==> config.mk <==
export PLATFORM = sky130hd
export DESIGN_NAME = bullet_pool_ctrl
export DESIGN_NICKNAME = d
export VERILOG_FILES = /design/src/rtl/bullet_pool_ctrl.sv
export SDC_FILE = /design/constraint.sdc
export NUM_CORES = 1
export LEC_CHECK = 0
export CORE_MARGIN = 2
export CORE_UTILIZATION = 54
export CTS_CLUSTER_DIAMETER = 200
export CTS_CLUSTER_SIZE = 30
export DETAILED_ROUTE_END_ITERATION = 16
export GPL_TIMING_DRIVEN = 0
export PLACE_DENSITY_LB_ADDON = 0.05
export SLEW_MARGIN = 40
export SYNTH_ARGS = -nofsm -noshare
export SYNTH_HDL_FRONTEND = slang
export SYNTH_SLANG_ARGS = --single-unit
==> constraint.sdc <==
create_clock -name Clk -period 7.45 [get_ports Clk]
set_input_delay 1.1175 -clock Clk [delete_from_list [all_inputs] [get_ports Clk]]
set_output_delay 1.1175 -clock Clk [all_outputs]
set_load 0.02 [all_outputs]
==> src/rtl/bullet_pool_ctrl.sv <==
// Bullet pool controller: a fixed set of bullet slots, round-robin spawn arbitration
// across requesters, and a one-slot-per-cycle motion/retire pass on each frame edge.
module bullet_pool_ctrl #(
    parameter int NB    = 8,
    parameter int NREQ  = 2,
    parameter int X_MAX = 639,
    parameter int Y_MAX = 479
) (
    input  logic                 Clk,
    input  logic                 Reset_n,
    input  logic                 frame_clk,
    input  logic [NREQ-1:0]      spawn_req,
    input  logic [NREQ*11-1:0]   spawn_x,
    input  logic [NREQ*11-1:0]   spawn_y,
    input  logic [NREQ*8-1:0]    spawn_vx,
    input  logic [NREQ*8-1:0]    spawn_vy,
    output logic [NREQ-1:0]      spawn_ack,
    output logic [NB*11-1:0]     BulletX,
    output logic [NB*11-1:0]     BulletY,
    output logic [NB-1:0]        bullet_active,
    output logic                 pool_full,
    output logic                 busy,
    output logic                 frame_overrun
);

    localparam int IW = $clog2(NB);
    localparam int PW = (NREQ > 1) ? $clog2(NREQ) : 1;
    localparam logic [0:0] ST_IDLE   = 1'b0;
    localparam logic [0:0] ST_UPDATE = 1'b1;
    localparam logic [IW-1:0] LAST_IDX = IW'(NB - 1);
    localparam logic [PW-1:0] LAST_REQ = PW'(NREQ - 1);
    localparam logic [11:0] X_LIM = 12'(X_MAX);
    localparam logic [11:0] Y_LIM = 12'(Y_MAX);

    logic [0:0]      state_r;
    logic [IW-1:0]   idx_r;
    logic [PW-1:0]   rr_ptr_r;
    logic            frame_q_r;
    logic            overrun_r;
    logic [NB-1:0]   act_r;
    logic [10:0]     x_r  [NB];
    logic [10:0]     y_r  [NB];
    logic [7:0]      vx_r [NB];
    logic [7:0]      vy_r [NB];

    logic            fe_s;
    logic            full_s;
    logic [IW-1:0]   free_idx_s;
    logic [2*NREQ-1:0] rot_s;
    logic [PW:0]     offset_s;
    logic [PW:0]     sum_s;
    logic            grant_found_s;
    logic [PW-1:0]   grant_idx_s;
    logic [PW-1:0]   rr_next_s;
    logic            spawn_en_s;
    logic [10:0]     sel_x_s;
    logic [10:0]     sel_y_s;
    logic [7:0]      sel_vx_s;
    logic [7:0]      sel_vy_s;
    logic [11:0]     nx_s;
    logic [11:0]     ny_s;
    logic            exit_s;

    assign fe_s      = frame_clk & ~frame_q_r;
    assign full_s    = &act_r;
    assign pool_full = full_s;
    assign busy      = (state_r == ST_UPDATE);
    assign frame_overrun = overrun_r;
    assign bullet_active = act_r;

    // Lowest-index inactive slot (scan from the top so the lowest hit wins)
    always_comb begin
        free_idx_s = {IW{1'b0}};
        for (int i = NB - 1; i >= 0; i--) begin
            free_idx_s = act_r[i] ? free_idx_s : IW'(i);
        end
    end

    // Round-robin grant: rotate requests so rr_ptr lands at bit 0, take the first set bit
    always_comb begin
        rot_s         = {spawn_req, spawn_req} >> rr_ptr_r;
        offset_s      = {(PW+1){1'b0}};
        grant_found_s = 1'b0;
        for (int k = NREQ - 1; k >= 0; k--) begin
            offset_s      = rot_s[k] ? (PW+1)'(k) : offset_s;
            grant_found_s = rot_s[k] | grant_found_s;
        end
        sum_s = {1'b0, rr_ptr_r} + offset_s;
        if (sum_s >= (PW+1)'(NREQ)) begin
            grant_idx_s = PW'(sum_s - (PW+1)'(NREQ));
        end else begin
            grant_idx_s = PW'(sum_s);
        end
        rr_next_s  = (grant_idx_s == LAST_REQ) ? {PW{1'b0}} : grant_idx_s + PW'(1);
        spawn_en_s = Reset_n & (state_r == ST_IDLE) & ~fe_s & grant_found_s & ~full_s;
    end

    // Granted requester's spawn data and the one-hot acknowledge
    always_comb begin
        sel_x_s   = 11'd0;
        sel_y_s   = 11'd0;
        sel_vx_s  = 8'd0;
        sel_vy_s  = 8'd0;
        spawn_ack = {NREQ{1'b0}};
        for (int i = 0; i < NREQ; i++) begin
            sel_x_s      = (grant_idx_s == PW'(i)) ? spawn_x[11*i +: 11] : sel_x_s;
            sel_y_s      = (grant_idx_s == PW'(i)) ? spawn_y[11*i +: 11] : sel_y_s;
            sel_vx_s     = (grant_idx_s == PW'(i)) ? spawn_vx[8*i +: 8]  : sel_vx_s;
            sel_vy_s     = (grant_idx_s == PW'(i)) ? spawn_vy[8*i +: 8]  : sel_vy_s;
            spawn_ack[i] = spawn_en_s & (grant_idx_s == PW'(i));
        end
    end

    // Next position of the slot under update; a negative result has bit 11 set
    always_comb begin
        nx_s   = {1'b0, x_r[idx_r]} + {{4{vx_r[idx_r][7]}}, vx_r[idx_r]};
        ny_s   = {1'b0, y_r[idx_r]} + {{4{vy_r[idx_r][7]}}, vy_r[idx_r]};
        exit_s = nx_s[11] | (nx_s > X_LIM) | ny_s[11] | (ny_s > Y_LIM);
    end

    // Flatten slot registers onto the renderer/collision buses
    always_comb begin
        BulletX = {(NB*11){1'b0}};
        BulletY = {(NB*11){1'b0}};
        for (int i = 0; i < NB; i++) begin
            BulletX[11*i +: 11] = x_r[i];
            BulletY[11*i +: 11] = y_r[i];
        end
    end

    // Pass sequencing, slot motion/retire and spawn writes
    always_ff @(posedge Clk) begin
        if (!Reset_n) begin
            state_r   <= ST_IDLE;
            idx_r     <= {IW{1'b0}};
            rr_ptr_r  <= {PW{1'b0}};
            frame_q_r <= 1'b0;
            overrun_r <= 1'b0;
            act_r     <= {NB{1'b0}};
            for (int i = 0; i < NB; i++) begin
                x_r[i]  <= 11'd0;
                y_r[i]  <= 11'd0;
                vx_r[i] <= 8'd0;
                vy_r[i] <= 8'd0;
            end
        end else begin
            frame_q_r <= frame_clk;
            overrun_r <= (state_r == ST_UPDATE) & fe_s;
            case (state_r)
                ST_IDLE: begin
                    if (fe_s) begin
                        state_r <= ST_UPDATE;
                        idx_r   <= {IW{1'b0}};
                    end else if (spawn_en_s) begin
                        act_r[free_idx_s] <= 1'b1;
                        x_r[free_idx_s]   <= sel_x_s;
                        y_r[free_idx_s]   <= sel_y_s;
                        vx_r[free_idx_s]  <= sel_vx_s;
                        vy_r[free_idx_s]  <= sel_vy_s;
                        rr_ptr_r          <= rr_next_s;
                    end else begin
                        idx_r <= idx_r;
                    end
                end
                ST_UPDATE: begin
                    // A retired slot keeps its last on-screen coordinates
                    if (act_r[idx_r]) begin
                        if (exit_s) begin
                            act_r[idx_r] <= 1'b0;
                        end else begin
                            x_r[idx_r] <= nx_s[10:0];
                            y_r[idx_r] <= ny_s[10:0];
                        end
                    end else begin
                        act_r[idx_r] <= 1'b0;
                    end
                    if (idx_r == LAST_IDX) begin
                        state_r <= ST_IDLE;
                        idx_r   <= {IW{1'b0}};
                    end else begin
                        idx_r <= idx_r + IW'(1);
                    end
                end
                default: begin
                    state_r <= ST_IDLE;
                    idx_r   <= {IW{1'b0}};
                end
            endcase
        end
    end

endmodule

==> results of run 1 <==
[state kept, by name (all words and copies together), names as in the netlist, named ones only]
| register | cells |
|---|---|
| frame_q_r | 1 |
| rr_ptr_r | 1 |
| vx_r | 64 |
| bullet_active | 8 |
| y_r | 88 |
| frame_overrun | 1 |
| idx_r | 3 |
| x_r | 88 |
| vy_r | 64 |
| busy | 1 |
[through the flow]
step           instances  cell area (um2)  setup WS (ns)
2_1_floorplan       1143            15600           1.93
3_3_place_gp        1796            18800         -0.256
3_5_place_dp        1798            18900          0.622
4_1_cts             1822            19300          0.581
5_1_grt             1823            19300          0.409
6_report            1824            19300          0.602
[cell usage after synthesis (3+ instances only)]
cell and count:
nor2_1 331, edfxtp_1 304, mux4_2 76, mux2_2 54, mux2i_1 47, nand2_1 37, clkbuf_1 36, a21oi_1 30
ha_1 24, inv_1 22, dfxtp_1 18, buf_1 16, xnor2_1 11, buf_2 10, nand2b_1 9, nand3_1 7
nor2b_1 7, or2_2 7, o21ai_0 6, a21o_1 5, buf_4 5, nor3_1 5, o31ai_1 5, nor3b_1 4
xor2_1 4, a211oi_1 3, a311oi_1 3, o211ai_1 3
[tightest hold or removal path, delay by kind of cell (launching register included)]
| family | cells | cell delay (ns) |
|---|---|---|
| compound gates | 1 | 0.06 |
| simple gates | 1 | 0.07 |
| flops | 1 | 0.35 |
[kinds of logic after synthesis]
group                      count (synthesis)
buffers and inverters                     90
AOI/OAI and AO/OA                         83
xor gates and xnor gates                  15
and+or+nand+nor                          429
adders and majority gates                 27
DFF                                      322
muxes                                    177
[routing by layer]
metal | GRT usage, % | vias to the layer above | part of all wire, %
li1 | - | 4802 | -
met1 | 42.8 | 5571 | 38
met2 | 51.8 | 696 | 48
met3 | 6.82 | 100 | 11
met4 | 10.7 | 2 | 3.6
met5 | 0 | - | 0.017
[worst paths after layout]
kind,from,end,cells after the start
max,flop,x_r[0][5],19
min,rr_ptr_r,rr_ptr_r,2
max reg2reg,flop,x_r[0][5],19
min reg2reg,rr_ptr_r,rr_ptr_r,2
[power by group through the flow]
stage / clock network (uW) / logic [uW] / registers, uW
after floorplan: 0 / 387 / 2170
after global placement: 0 / 707 / 2130
after detailed placement: 0 / 723 / 2130
after CTS: 936 / 726 / 2090
after global routing: 997 / 775 / 2100
final: 941 / 730 / 2090
[layout make-up]
class | instances | area, um2
clock inverter | 1 | 8.76
timing repair buffer | 272 | 2760
tap | 384 | 480
buffer | 68 | 317
antenna | 1 | 2.50
multi-input combinational | 731 | 5770
sequential | 322 | 9490
inverter | 22 | 82.6
clock buffer | 23 | 405
fill | 2139 | 9230
==> metrics.md, run 1 <==
| Metric | Value |
|---|---|
| Status | finished, final reports clean |
| Fin Hold WS | 0.511 ns |
| Final core utilization | 67.7% |
| Largest net degree at the start of global routing | 32 |
| Worst-case vdd ir drop | 200 uV |
| Largest fanout on the critical path | 13 |
| Max Cap Viol | 0 |
| Most used cell, CP | clkbuf_1 |
| Syn_nets | 1,250 |
| Fin. max-slew vios | 0 |
| Critical path buffer and inverter count | 6 |
| Synth Area in Simple Gates | 11.6% |
| Clock Sinks | 322 |
| TritonCTS buffer count | 14 |
| # setup viols final | 0 |
| Psw | 1010 uW |
| Antenna-violating nets left | 0 |
| Worst-Skew Late Latency | 0.52 ns |
| Crit-path cells | clkbuf_1 -> buf_2 -> mux4_2 -> mux2_2 -> ha_1 -> inv_1 -> fa_1 -> nor2b_1 -> o31ai_2 -> a21oi_1 -> a311oi_1 -> or3_1 -> or3b_2 -> nor4_4 -> buf_4 -> a21boi_1 -> clkbuf_1 -> nand2_2 -> buf_16 |
| Startpoint types | flop |
| Commonest non-fill, non-tap cell in the layout | nor2_1 |
| Final Power | 3760 uW |
| Syn avg cell area | 13.6 um2 |
| HPWL Detailed | 34.1 mm |
| Synth cell types | 69 |
| Die ar. | 0.0302 mm2 |
| Global-route wire length before repair | 70.1 mm |
| Post-synth EDFFs | 304 |
| RSZ-0062 raised after global routing | no |
| # rows | 62 |
| Hold Crit Class | reg2reg |
| 1st-pass router iterations | 5 |
| Compound-Gate Fraction of Synth Area | 4.05% |
| Top cell type's share of synthesized area | 58.6% |
| TNS Setup | 0 ns |
| Clk_skew | 0.0237 ns |
| Initial Util | 54.6% |
| Area Growth Syn to Fin | 24.0% |
| Largest family of logic cells by synthesized area | multiplexers |
| Final Hold Fails | 0 |
| Total wire length | 48.3 mm |
| Clock period minus worst slack | 6.85 ns |
| Cell-internal power | 2750 uW |
| Initial antenna violation count | 2 |
| Crit Path Class | reg2reg |
| Adder-cell share of the synthesized area | 2.25% |
| Most used DFF post-synth | edfxtp_1 |
| Number of global-route vias before repair | 11.1k |
| Core area | 0.0285 mm2 |
| DRC errors left | 0 |
| Worst setup EP type | flop |
| # resized after CTS | 0 |
| Slew headroom | 37.1% |
| Comb pwr share | 19.4% |
| DR vias/cell | 6.12 |
| Post-Synth XOR/XNOR Area | 0.843% |
| Top cells by area, synth | edfxtp_1 (59%), mux4_2 (11%), nor2_1 (8.0%), mux2_2 (3.9%), mux2i_1 (3.0%) |
| Die W | 174 um |
| CTS root buf | clkbuf_16 |
| Leakage | 0.00689 uW |
| Critical Path AT | 7.08 ns |
| Global Route Usage Sum | 31.8% |
| Longest Clk Path Bufs | 3 |
| Max incr delay on CP | 0.66 ns |
| Synth Instances | 1,143 |
| Yosys warning total | 0 |
| Clock Power Share | 25.0% |
| CTS tree | built |
| Sequential fraction of the synthesis area | 60.9% |
| Tcrit/Tclk final | 91.9% |
| # nets final | 1,538 |
| Synth area leader | edfxtp_1 |
| H-tree Lvls | 1 |
| Switch share | 26.8% |
| Total vias in the final route | 11.2k |
| Grt total ovfl | 0 |
| I/O pin cnt | 270 |
| PD cells | 195 mW/mm2 |
| Share of cells above drive strength 1 | 15.0% |
| I/O Buffers | 269 |
| Critical Path RT | 7.68 ns |
| Flops & latches, synth | 322 |
| Crit-path leading delay family | buffers and inverters |
| Initial DRC count | 1,405 |
| Flop pwr share | 55.5% |
| Wire length per cell | 26.5 um |
| Clock transition at path regs | 0.12 ns |
| Mapped Area | 0.0156 mm2 |
| Setup Fix Bufs, Post-CTS | 0 |
| Fmax | 146 MHz |
| Die Y | 174 um |
| GPL Wtd Cong | 0.896 |
| Mux cell area share after synthesis | 17.9% |
| Slowest cell on the critical path | clkbuf_1 |
| CTS hold repair buffers | 0 |
| Asr flop ratio synth | 0% |
| R2R setup slack | 0.60 ns |
| Worst-Margin Slew | 0.944 ns |
| Most frequent cells in the layout | nor2_1 (331), edfxtp_1 (304), clkdlybuf4s50_1 (269) |
No activity file was read; power rests on OpenSTA's default activity.
==> inputs of run 2 (changes only) <==
--- a/config.mk
+++ b/config.mk
@@ -5,11 +5,12 @@
 export SDC_FILE = /design/constraint.sdc
 export NUM_CORES = 1
 export LEC_CHECK = 0
-export CORE_MARGIN = 2
-export CORE_UTILIZATION = 54
+export CORE_ASPECT_RATIO = 1.75
+export CORE_UTILIZATION = 64
 export CTS_CLUSTER_DIAMETER = 200
 export CTS_CLUSTER_SIZE = 30
 export DETAILED_ROUTE_END_ITERATION = 16
+export DONT_BUFFER_PORTS = 1
 export GPL_TIMING_DRIVEN = 0
 export PLACE_DENSITY_LB_ADDON = 0.05
 export SLEW_MARGIN = 40
==> metrics.md, run 2 (same netlist as run 1, synthesis figures left out) <==
| Metric | Value |
|---|---|
| RSZ-0062 raised after global routing | no |
| Total wire length | 44.6 mm (-7.7%) |
| Worst-Margin Slew | 0.896 ns (-0.0481 ns) |
| Post-Layout Cell Count | 1,476 (-19%) |
| Fin. max-slew vios | 0 (unchanged) |
| Fmax | 141 MHz (-3.7%) |
| Hold Crit Class | reg2reg |
| Commonest non-fill, non-tap cell in the layout | nor2_1 |
| Final Hold Fails | 0 (unchanged) |
| Startpoint types | flop |
| Longest Clk Path Bufs | 3 (unchanged) |
| I/O pin cnt | 270 (unchanged) |
| # resized after CTS | 0 (unchanged) |
| Global Route Usage Sum | 36.4% (+4.7 points) |
| Tcrit/Tclk final | 95.5% (+3.6 points) |
| Largest fanout on the critical path | 22 (+9) |
| Max Cap Viol | 0 (unchanged) |
| Grt total ovfl | 0 (unchanged) |
| Clock Sinks | 322 (unchanged) |
| Clock period minus worst slack | 7.11 ns (+0.266 ns) |
| Largest regs | x_r: 88 flops, y_r: 88 flops |
| Wire length per cell | 30.2 um (+14%) |
| TritonCTS buffer count | 14 (unchanged) |
| GPL Wtd Cong | 0.953 (+6.3%) |
| CTS hold repair buffers | 0 (unchanged) |
| Initial Util | 65.1% (+11 points) |
| CTS tree | built |
| DR vias/cell | 6.78 (+11%) |
| Critical Path AT | 7.20 ns (+0.12 ns) |
| Final Power | 3620 uW (-3.7%) |
| Clk_skew | 0.0282 ns (+0.00450 ns) |
| Share of cells above drive strength 1 | 18.2% (+3.2 points) |
| Worst-case vdd ir drop | 232 uV (+16%) |
| CTS root buf | clkbuf_16 |
| Global-route wire length before repair | 64.7 mm (-7.6%) |
| I/O Buffers | 0 (-100%) |
| Clock transition at path regs | 0.11 ns (about the same) |
| H-tree Lvls | 1 (unchanged) |
| # setup viols final | 0 (unchanged) |
| Critical Path RT | 7.54 ns (-0.14 ns) |
| Antenna diode count | 0 (-1) |
| # rows | 75 (+21%) |
| Worst-Skew Late Latency | 0.53 ns (about the same) |
| Status | finished, final reports clean |
| Die W | 120 um (-31%) |
| Cell total after placement | 1,451 (-19%) |
| Crit Path Class | reg2reg |
| HPWL Detailed | 32.0 mm (-6.1%) |
| Initial antenna violation count | 0 (-2) |
| Core area | 0.0239 mm2 (-16%) |
| Number of global-route vias before repair | 10.1k (-8.8%) |
| Leakage | 0.00584 uW (-15%) |
| Most frequent cells in the layout | nor2_1 (331), edfxtp_1 (304), mux4_2 (76) |
| Worst setup EP type | flop |
| Die Y | 208 um (+20%) |
| PD cells | 220 mW/mm2 (+13%) |
| Die ar. | 0.0250 mm2 (-17%) |
| Setup Fix Bufs, Post-CTS | 0 (unchanged) |
| DRC errors left | 0 (unchanged) |
| Initial DRC count | 1,162 (-17%) |
| Antenna-violating nets left | 0 (unchanged) |
| Largest net degree at the start of global routing | 32 (unchanged) |
| 1st-pass router iterations | 5 (unchanged) |
| Slew headroom | 40.3% (+3.2 points) |
| # nets final | 1,267 (-18%) |
| Area Growth Syn to Fin | 5.69% |
| Total vias in the final route | 10.0k (-10%) |
-- run 2: cell types whose count changed in the layout (fill, tap and decap cells not counted) --
cell	previous run	this run
buf_4	5	6
nor3_1	5	4
nand2_2	13	12
nor3_2	0	1
nand2_1	24	25
buf_16	2	0
clkbuf_2	7	5
diode_2	1	0
buf_2	21	22
clkdlybuf4s50_1	269	0
clkbuf_1	37	39
buf_1	5	4
buf_6	2	1
-- run 2: path summary, 6_finish.rpt --
check	depth (start not counted)	startpoint	end	slack (ns)
hold reg to reg	2	rr_ptr_r	rr_ptr_r	0.52
setup reg to reg	17	flop	y_r[0][10]	0.34
hold / removal	2	rr_ptr_r	rr_ptr_r	0.52
setup / recovery	17	flop	y_r[0][10]	0.34
-- run 2: power by group --
part	switching [uW]	internal [uW]
clock network	548	384
registers	98.3	2050
logic	332	205
total	978	2640
-- run 2: layer usage --
layer / wire [um] / vias to the layer above / track usage, %
li1: - / 4256 / -
met1: 14300 / 4972 / 41.1
met2: 23500 / 640 / 64.1
met3: 4410 / 136 / 7.37
met4: 2350 / 0 / 19.4
met5: 0 / - / 0
-- run 2: final cells by class --
cell class              instances  area [um2]
plain buffers                  68         315
repair buffers                  1        7.51
multi-input cells             731        5770
fillers                      1714        7460
clock buffers                  23         405
well taps                     308         385
inverters                      22        82.6
clock inverters                 1        8.76
flip-flops and latches        322        9490
-- run 2: critical path, stage by stage, from the launching register on --
cell and delay (ns):
dfxtp_1 0.47, clkbuf_1 0.66, buf_1 0.74, mux4_2 0.42, mux2i_1 0.39, inv_1 0.09, ha_1 0.29, a21oi_1 0.06
nor2b_1 0.20, a311oi_1 0.17, a21oi_1 0.50, o311ai_0 0.22, a311oi_1 0.57, nor4_4 0.12, buf_4 0.23, a21boi_1 0.19
clkbuf_1 0.65, nand2_2 0.67
-- run 2: metrics by stage --
step | setup TNS, ns | setup WS [ns] | util (%) | hold slack [ns] | instance area, um2
global placement | -7.27 | -0.160 | 66.7 | 0.475 | 16000
detailed placement | 0 | 0.493 | 67.0 | 0.498 | 16000
global route | 0 | 0.173 | 68.8 | 0.558 | 16500
floorplan | 0 | 1.93 | - | 0.461 | 15600
finish | 0 | 0.336 | 68.8 | 0.517 | 16500
CTS | 0 | 0.455 | 68.7 | 0.525 | 16500
==> inputs of run 3 (changes only) <==
--- a/config.mk
+++ b/config.mk
@@ -5,15 +5,16 @@
 export SDC_FILE = /design/constraint.sdc
 export NUM_CORES = 1
 export LEC_CHECK = 0
+export CELL_PAD_IN_SITES_DETAIL_PLACEMENT = 0
+export CELL_PAD_IN_SITES_GLOBAL_PLACEMENT = 2
 export CORE_ASPECT_RATIO = 1.75
-export CORE_UTILIZATION = 64
+export CORE_UTILIZATION = 44
 export CTS_CLUSTER_DIAMETER = 200
 export CTS_CLUSTER_SIZE = 30
 export DETAILED_ROUTE_END_ITERATION = 16
 export DONT_BUFFER_PORTS = 1
 export GPL_TIMING_DRIVEN = 0
 export PLACE_DENSITY_LB_ADDON = 0.05
-export SLEW_MARGIN = 40
 export SYNTH_ARGS = -nofsm -noshare
 export SYNTH_HDL_FRONTEND = slang
 export SYNTH_SLANG_ARGS = --single-unit
==> metrics.md, run 3 (same netlist as run 1, synthesis figures left out) <==
| Metric | Value |
|---|---|
| Placed cell areas | 0.0162 mm2 (+1.2%) |
| GPL Wtd Cong | 0.852 (-11%) |
| I/O Buffers | 0 (unchanged) |
| Die Y | 251 um (+20%) |
| Die ar. | 0.0362 mm2 (+45%) |
| Crit-path cells | clkbuf_1 -> buf_1 -> mux4_2 -> mux2_2 -> ha_1 -> inv_1 -> fa_1 -> nand2b_1 -> a211o_1 -> a31oi_1 -> xnor2_1 -> o311ai_0 -> a311oi_1 -> nor4_4 -> buf_4 -> a21boi_1 -> clkbuf_1 -> nand2_1 -> buf_16 |
| Worst-Skew Late Latency | 0.55 ns (+0.02 ns) |
| Switch share | 27.9% (+0.93 points) |
| Max Cap Viol | 0 (unchanged) |
| Comb pwr share | 15.2% (+0.4 points) |
| Core area | 0.0347 mm2 (+45%) |
| Wire length per cell | 31.8 um (+5.4%) |
| Crit Path Class | reg2reg |
| Grt total ovfl | 0 (unchanged) |
| Initial antenna violation count | 0 (unchanged) |
| Startpoint types | flop |
| # nets final | 1,268 (+0.079%) |
| Tcrit/Tclk final | 96.6% (+1.1 points) |
| TritonCTS buffer count | 14 (unchanged) |
| Worst Hold Depth | 2 (unchanged) |
| Share of cells above drive strength 1 | 16.7% (-1.5 points) |
| PD cells | 220 mW/mm2 (about the same) |
| Slowest cell on the critical path | buf_1 |
| H-tree Lvls | 1 (unchanged) |
| DR vias/cell | 5.98 (-12%) |
| Largest net degree at the start of global routing | 32 (unchanged) |
| DRC errors left | 0 (unchanged) |
| Total wire length | 51.7 mm (+16%) |
| Longest Clk Path Bufs | 3 (unchanged) |
| Largest fanout on the critical path | 15 (-32%) |
| Clock Power Share | 26.1% (+0.4 points) |
| # rows | 90 (+20%) |
| Hold Crit Class | reg2reg |
| CTS tree | built |
| Psw | 1020 uW (+4.7%) |
| Most frequent cells in the layout | nor2_1 (331), edfxtp_1 (304), mux4_2 (76) |
| RSZ-0062 raised after global routing | no |
| Clock period minus worst slack | 7.20 ns (+0.0829 ns) |
| Fin Hold WS | 0.514 ns (-0.00265 ns) |
| HPWL Detailed | 36.9 mm (+15%) |
| Final core utilization | 48.0% (-21 points) |
| Final Cell Area | 0.0167 mm2 (+1.1%) |
| Global-route wire length before repair | 71.9 mm (+11%) |
| Status | finished, final reports clean |
| Multi-input logic area | 0.00573 mm2 (-0.74%) |
| Worst-Margin Slew | 1.39 ns (+0.490 ns) |
| Antenna diode count | 0 (unchanged) |
| Clock transition at path regs | 0.12 ns (about the same) |
| Total vias in the final route | 9,713 (-2.9%) |
| Slew headroom | 7.63% (-33 points) |
| Max incr delay on CP | 0.84 ns (+0.10 ns) |
| Flop pwr share | 58.7% (-0.7 points) |
| Commonest non-fill, non-tap cell in the layout | nor2_1 |
| Area Growth Syn to Fin | 6.89% |
| Final Hold Fails | 0 (unchanged) |
| Fin. max-slew vios | 0 (unchanged) |
| Critical Path AT | 7.48 ns (+0.28 ns) |
| Worst setup EP type | flop |
| Cell total after placement | 1,605 (+11%) |
| Number of filler cells placed in the layout | 3,189 (+86%) |
| Clock Sinks | 322 (unchanged) |
| Reg2Reg Depth | 19 (+2) |
| 1st-pass router iterations | 5 (unchanged) |
| Global Route Usage Sum | 28.9% (-7.5 points) |
| Leakage | 0.00582 uW (-0.47%) |
| CTS root buf | clkbuf_16 |
| I/O pin cnt | 270 (unchanged) |
| Clk_skew | 0.0403 ns (+0.0121 ns) |
| FF+latch area | 0.00949 mm2 (unchanged) |
| Worst-case vdd ir drop | 175 uV (-25%) |
| Post-Layout Cell Count | 1,625 (+10%) |
| Die W | 144 um (+20%) |
| Largest regs | x_r: 88 flops, y_r: 88 flops |
| Cell-internal power | 2640 uW (about the same) |
| Number of global-route vias before repair | 10.1k (-0.58%) |
| Fmax | 139 MHz (-1.2%) |
| Most used cell, CP | clkbuf_1 |
| Initial DRC count | 712 (-39%) |
| Critical Path RT | 7.73 ns (+0.19 ns) |
| Initial Util | 44.9% (-20 points) |
| Antenna-violating nets left | 0 (unchanged) |
| # setup viols final | 0 (unchanged) |
run 3: cell count changes in the layout (fill, tap and decap cells not counted), sizes merged:
cell           change
clkbuf             +1
clkdlybuf4s15      +3
buf                -7
run 3: metrics by stage:
stage          setup slack [ns]  power, uW  setup TNS (ns)
3_3_place_gp             -0.518       2740          -49.69
2_1_floorplan              1.93       2560               0
5_1_grt                  0.0131       3780               0
6_report                  0.253       3670               0
3_5_place_dp             -0.517       2760          -20.69
4_1_cts                  0.0131       3680               0
run 3: worst paths after layout:
kind               end  startpoint  slack (ns)
max          x_r[0][4]        flop        0.25
max reg2reg  x_r[0][4]        flop        0.25
min           rr_ptr_r    rr_ptr_r        0.51
min reg2reg   rr_ptr_r    rr_ptr_r        0.51
run 3: power groups by stage:
| stage | clock (uW) | combinational [uW] | sequential [uW] |
|---|---|---|---|
| floorplan | 0 | 387 | 2170 |
| global placement | 0 | 550 | 2190 |
| detailed placement | 0 | 560 | 2200 |
| CTS | 966 | 564 | 2150 |
| global route | 1020 | 600 | 2160 |
| finish | 956 | 557 | 2150 |
run 3: what timing repair did:
action	in CTS	in global routing
resized for setup	10	8
hold buffers	0	0
endpoints found under the setup margin	100	115
buffers inserted	0	0
run 3: final cells by class:
cell class / count / share of cell area (%)
Tap cell: 460 / 3.46
Timing Repair Buffer: 2 / 0.331
Multi-Input combinational cell: 731 / 34.4
Sequential cell: 322 / 57.0
Clock buffer: 19 / 2.34
Buffer: 68 / 1.94
Inverter: 22 / 0.496
Clock inverter: 1 / 0.0526
run 3: critical path: cells and delay by family (launching register included):
family          cells  cell delay [ns]
fa+ha+maj           2             0.59
simple gates        3             0.87
buf+inv             6             2.67
flops               1             0.52
xor+xnor            1             0.22
compound gates      5             1.48
mux                 2             0.54
run 3: per-layer routing:
layer | wire length (um) | global-route usage, % | part of all wire (%)
met1 | 17700 | 31.6 | 34
met2 | 28300 | 54.4 | 55
met3 | 4180 | 6.17 | 8.1
met4 | 1550 | 8.90 | 3.0
met5 | 0 | 0 | 0
==> RTL change: new RTL, settings of run 2 <==
`X_MAX`: 639 -> 479.
--- a/src/rtl/bullet_pool_ctrl.sv
+++ b/src/rtl/bullet_pool_ctrl.sv
@@ -4,5 +4,5 @@
     parameter int NB    = 8,
     parameter int NREQ  = 2,
-    parameter int X_MAX = 639,
+    parameter int X_MAX = 479,
     parameter int Y_MAX = 479
 ) (
Formal check against the unedited RTL: not equivalent (Yosys sat finds a counterexample within 4 cycles, from zero or initial values and one cycle with Reset_n low).
==> RTL change against run 2 <==
  * Clock skew shrank 0.0023 ns
  * Worst hold slack better by 0.032 ns
  * Routed wire length grew 1.2%
  * Design area down 1.3%
  * Sequential cell count unchanged
  * Power about the same
  * Setup slack better by 0.31 ns
  * Area after synthesis is 1.3% lower
  * Core utilization grew 0.55 points
  * Synthesized cell count is essentially flat
  * Via count up 0.92%
==> RTL change: results (changes against run 2) <==
CP top delay family: simple AND/OR/NAND/NOR gates (was buffers and inverters)
Post-Place Cells: 1448 (was 1451)
H-tree depth: 1 (unchanged)
First-pass GRT wire length: 64900 um (was 64700 um)
Fraction of layout cells with a size suffix above 1: 16.5% (was 18.2%)
NumNets Final: 1268 (was 1267)
Xor/xnor share of the synthesized area: 0.911% (was 0.843%)
Max IR drop VDD: 0.210 mV (was 0.232 mV)
Mux cell area share after synthesis: 17.2% (was 17.9%)
Sequential share of the synthesized area: 61.7% (was 60.9%)
Initial antenna violation count: 1 (was 0)
Dominant cells by area after synthesis: edfxtp_1 59%, mux4_2 11%, nor2_1 8.0% (unchanged)
Compound-Gate Fraction of Synth Area: 4.50% (was 4.05%)
DRT Pass-1 Iters: 6 (was 5)
CTS Root Cell: clkbuf_16 (unchanged)
Setup Skew: 0.0259 ns (was 0.0282 ns)
Max incr delay on CP: 0.73 ns
LEAKAGE: 5.68 nW (was 5.84 nW)
Post-DP Area: 15800 sq um (was 16000 sq um)
Routability cong.: 0.947 (was 0.953)
Mapped Cells: 1142 (was 1143)
Worst slack, placed: 0.231 ns (was 0.493 ns)
EDFF count, synth: 304 (unchanged)
Status: finished, final reports clean (unchanged)
Worst-path clk slew: 0.11 ns (about the same)
Detailed Route Iter0 Violations: 1304 (was 1162)
Vias in the first global route: 9843 (was 10145)
Total GRT Usage: 37.0% (was 36.4%)
WL final: 45100 um (was 44600 um)
Adder-Cell Fraction of Synth Area: 2.28% (was 2.25%)
Asr flop ratio synth: 0% (unchanged)
Hold WC Path Type: reg2reg (unchanged)
Via density: 6.87 (was 6.78)
Most frequent cells after synthesis: 329 x nor2_1, 304 x edfxtp_1, 76 x mux4_2 (was 331 x nor2_1, 304 x edfxtp_1, 76 x mux4_2)
DPL Wire Length: 32000 um (about the same)
Syn nets: 1249 (was 1250)
Synth unique cells: 53 (was 69)
Critical-path cell with the highest stage delay: clkbuf_1 (was buf_1)
Vias: 10096 (was 10004)
Worst slew pin tran: 0.893 ns (was 0.896 ns)
Post-synth top flop: edfxtp_1 (unchanged)
CP arrival: 6.96 ns (was 7.20 ns)
-- RTL change: cell count changes in the layout (fill, tap and decap cells not counted), sizes merged, moves of 4 or more --
cell,before,now
o211ai,3,7
buf,33,28
o21ai,6,35
mux2,54,44
nor3,5,9
inv,23,18
or2,7,2
o31ai,6,1
-- RTL change: path summary, 6_finish.rpt --
check | startpoint | to | slack [ns]
setup / recovery | flop | y_r[0][6]$_SDFFCE_PN0P_ | 0.65
hold / removal | rr_ptr_r$_SDFFE_PN0P_ | rr_ptr_r$_SDFFE_PN0P_ | 0.55
setup reg to reg | flop | y_r[0][6]$_SDFFCE_PN0P_ | 0.65
hold reg to reg | rr_ptr_r$_SDFFE_PN0P_ | rr_ptr_r$_SDFFE_PN0P_ | 0.55
-- RTL change: power breakdown --
part | switching [W] | leakage, nW | internal (W) | total [W]
combinational | 0.000338 | 2.19 | 0.000201 | 0.000539
sequential | 0.0000983 | 3.29 | 0.00205 | 0.00215
clock | 0.000552 | 0.194 | 0.000377 | 0.000928
total | 0.000988 | 5.68 | 0.00263 | 0.00362
-- RTL change: per-layer routing --
layer | part of all wire [%] | track usage (%)
met5 | 0 | 0
met4 | 5.0 | 17.6
met3 | 11 | 7.46
met2 | 52 | 63.5
met1 | 32 | 44.4
-- RTL change: layout make-up --
type	instances	area [sq um]
Timing Repair Buffer	3	26.3
Multi-Input combinational cell	735	5600
Fill cell	1705	7180
Inverter	17	63.8
Antenna cell	1	2.50
Clock buffer	19	390
Sequential cell	322	9490
Tap cell	304	380
Clock inverter	1	8.76
Buffer	68	289
-- RTL change: worst min-delay path, delay by kind of cell (launching register included) --
family,cells,cell delay [ns]
AOI/OAI and AO/OA,1,0.09
DFF,1,0.35
and+or+nand+nor,1,0.08
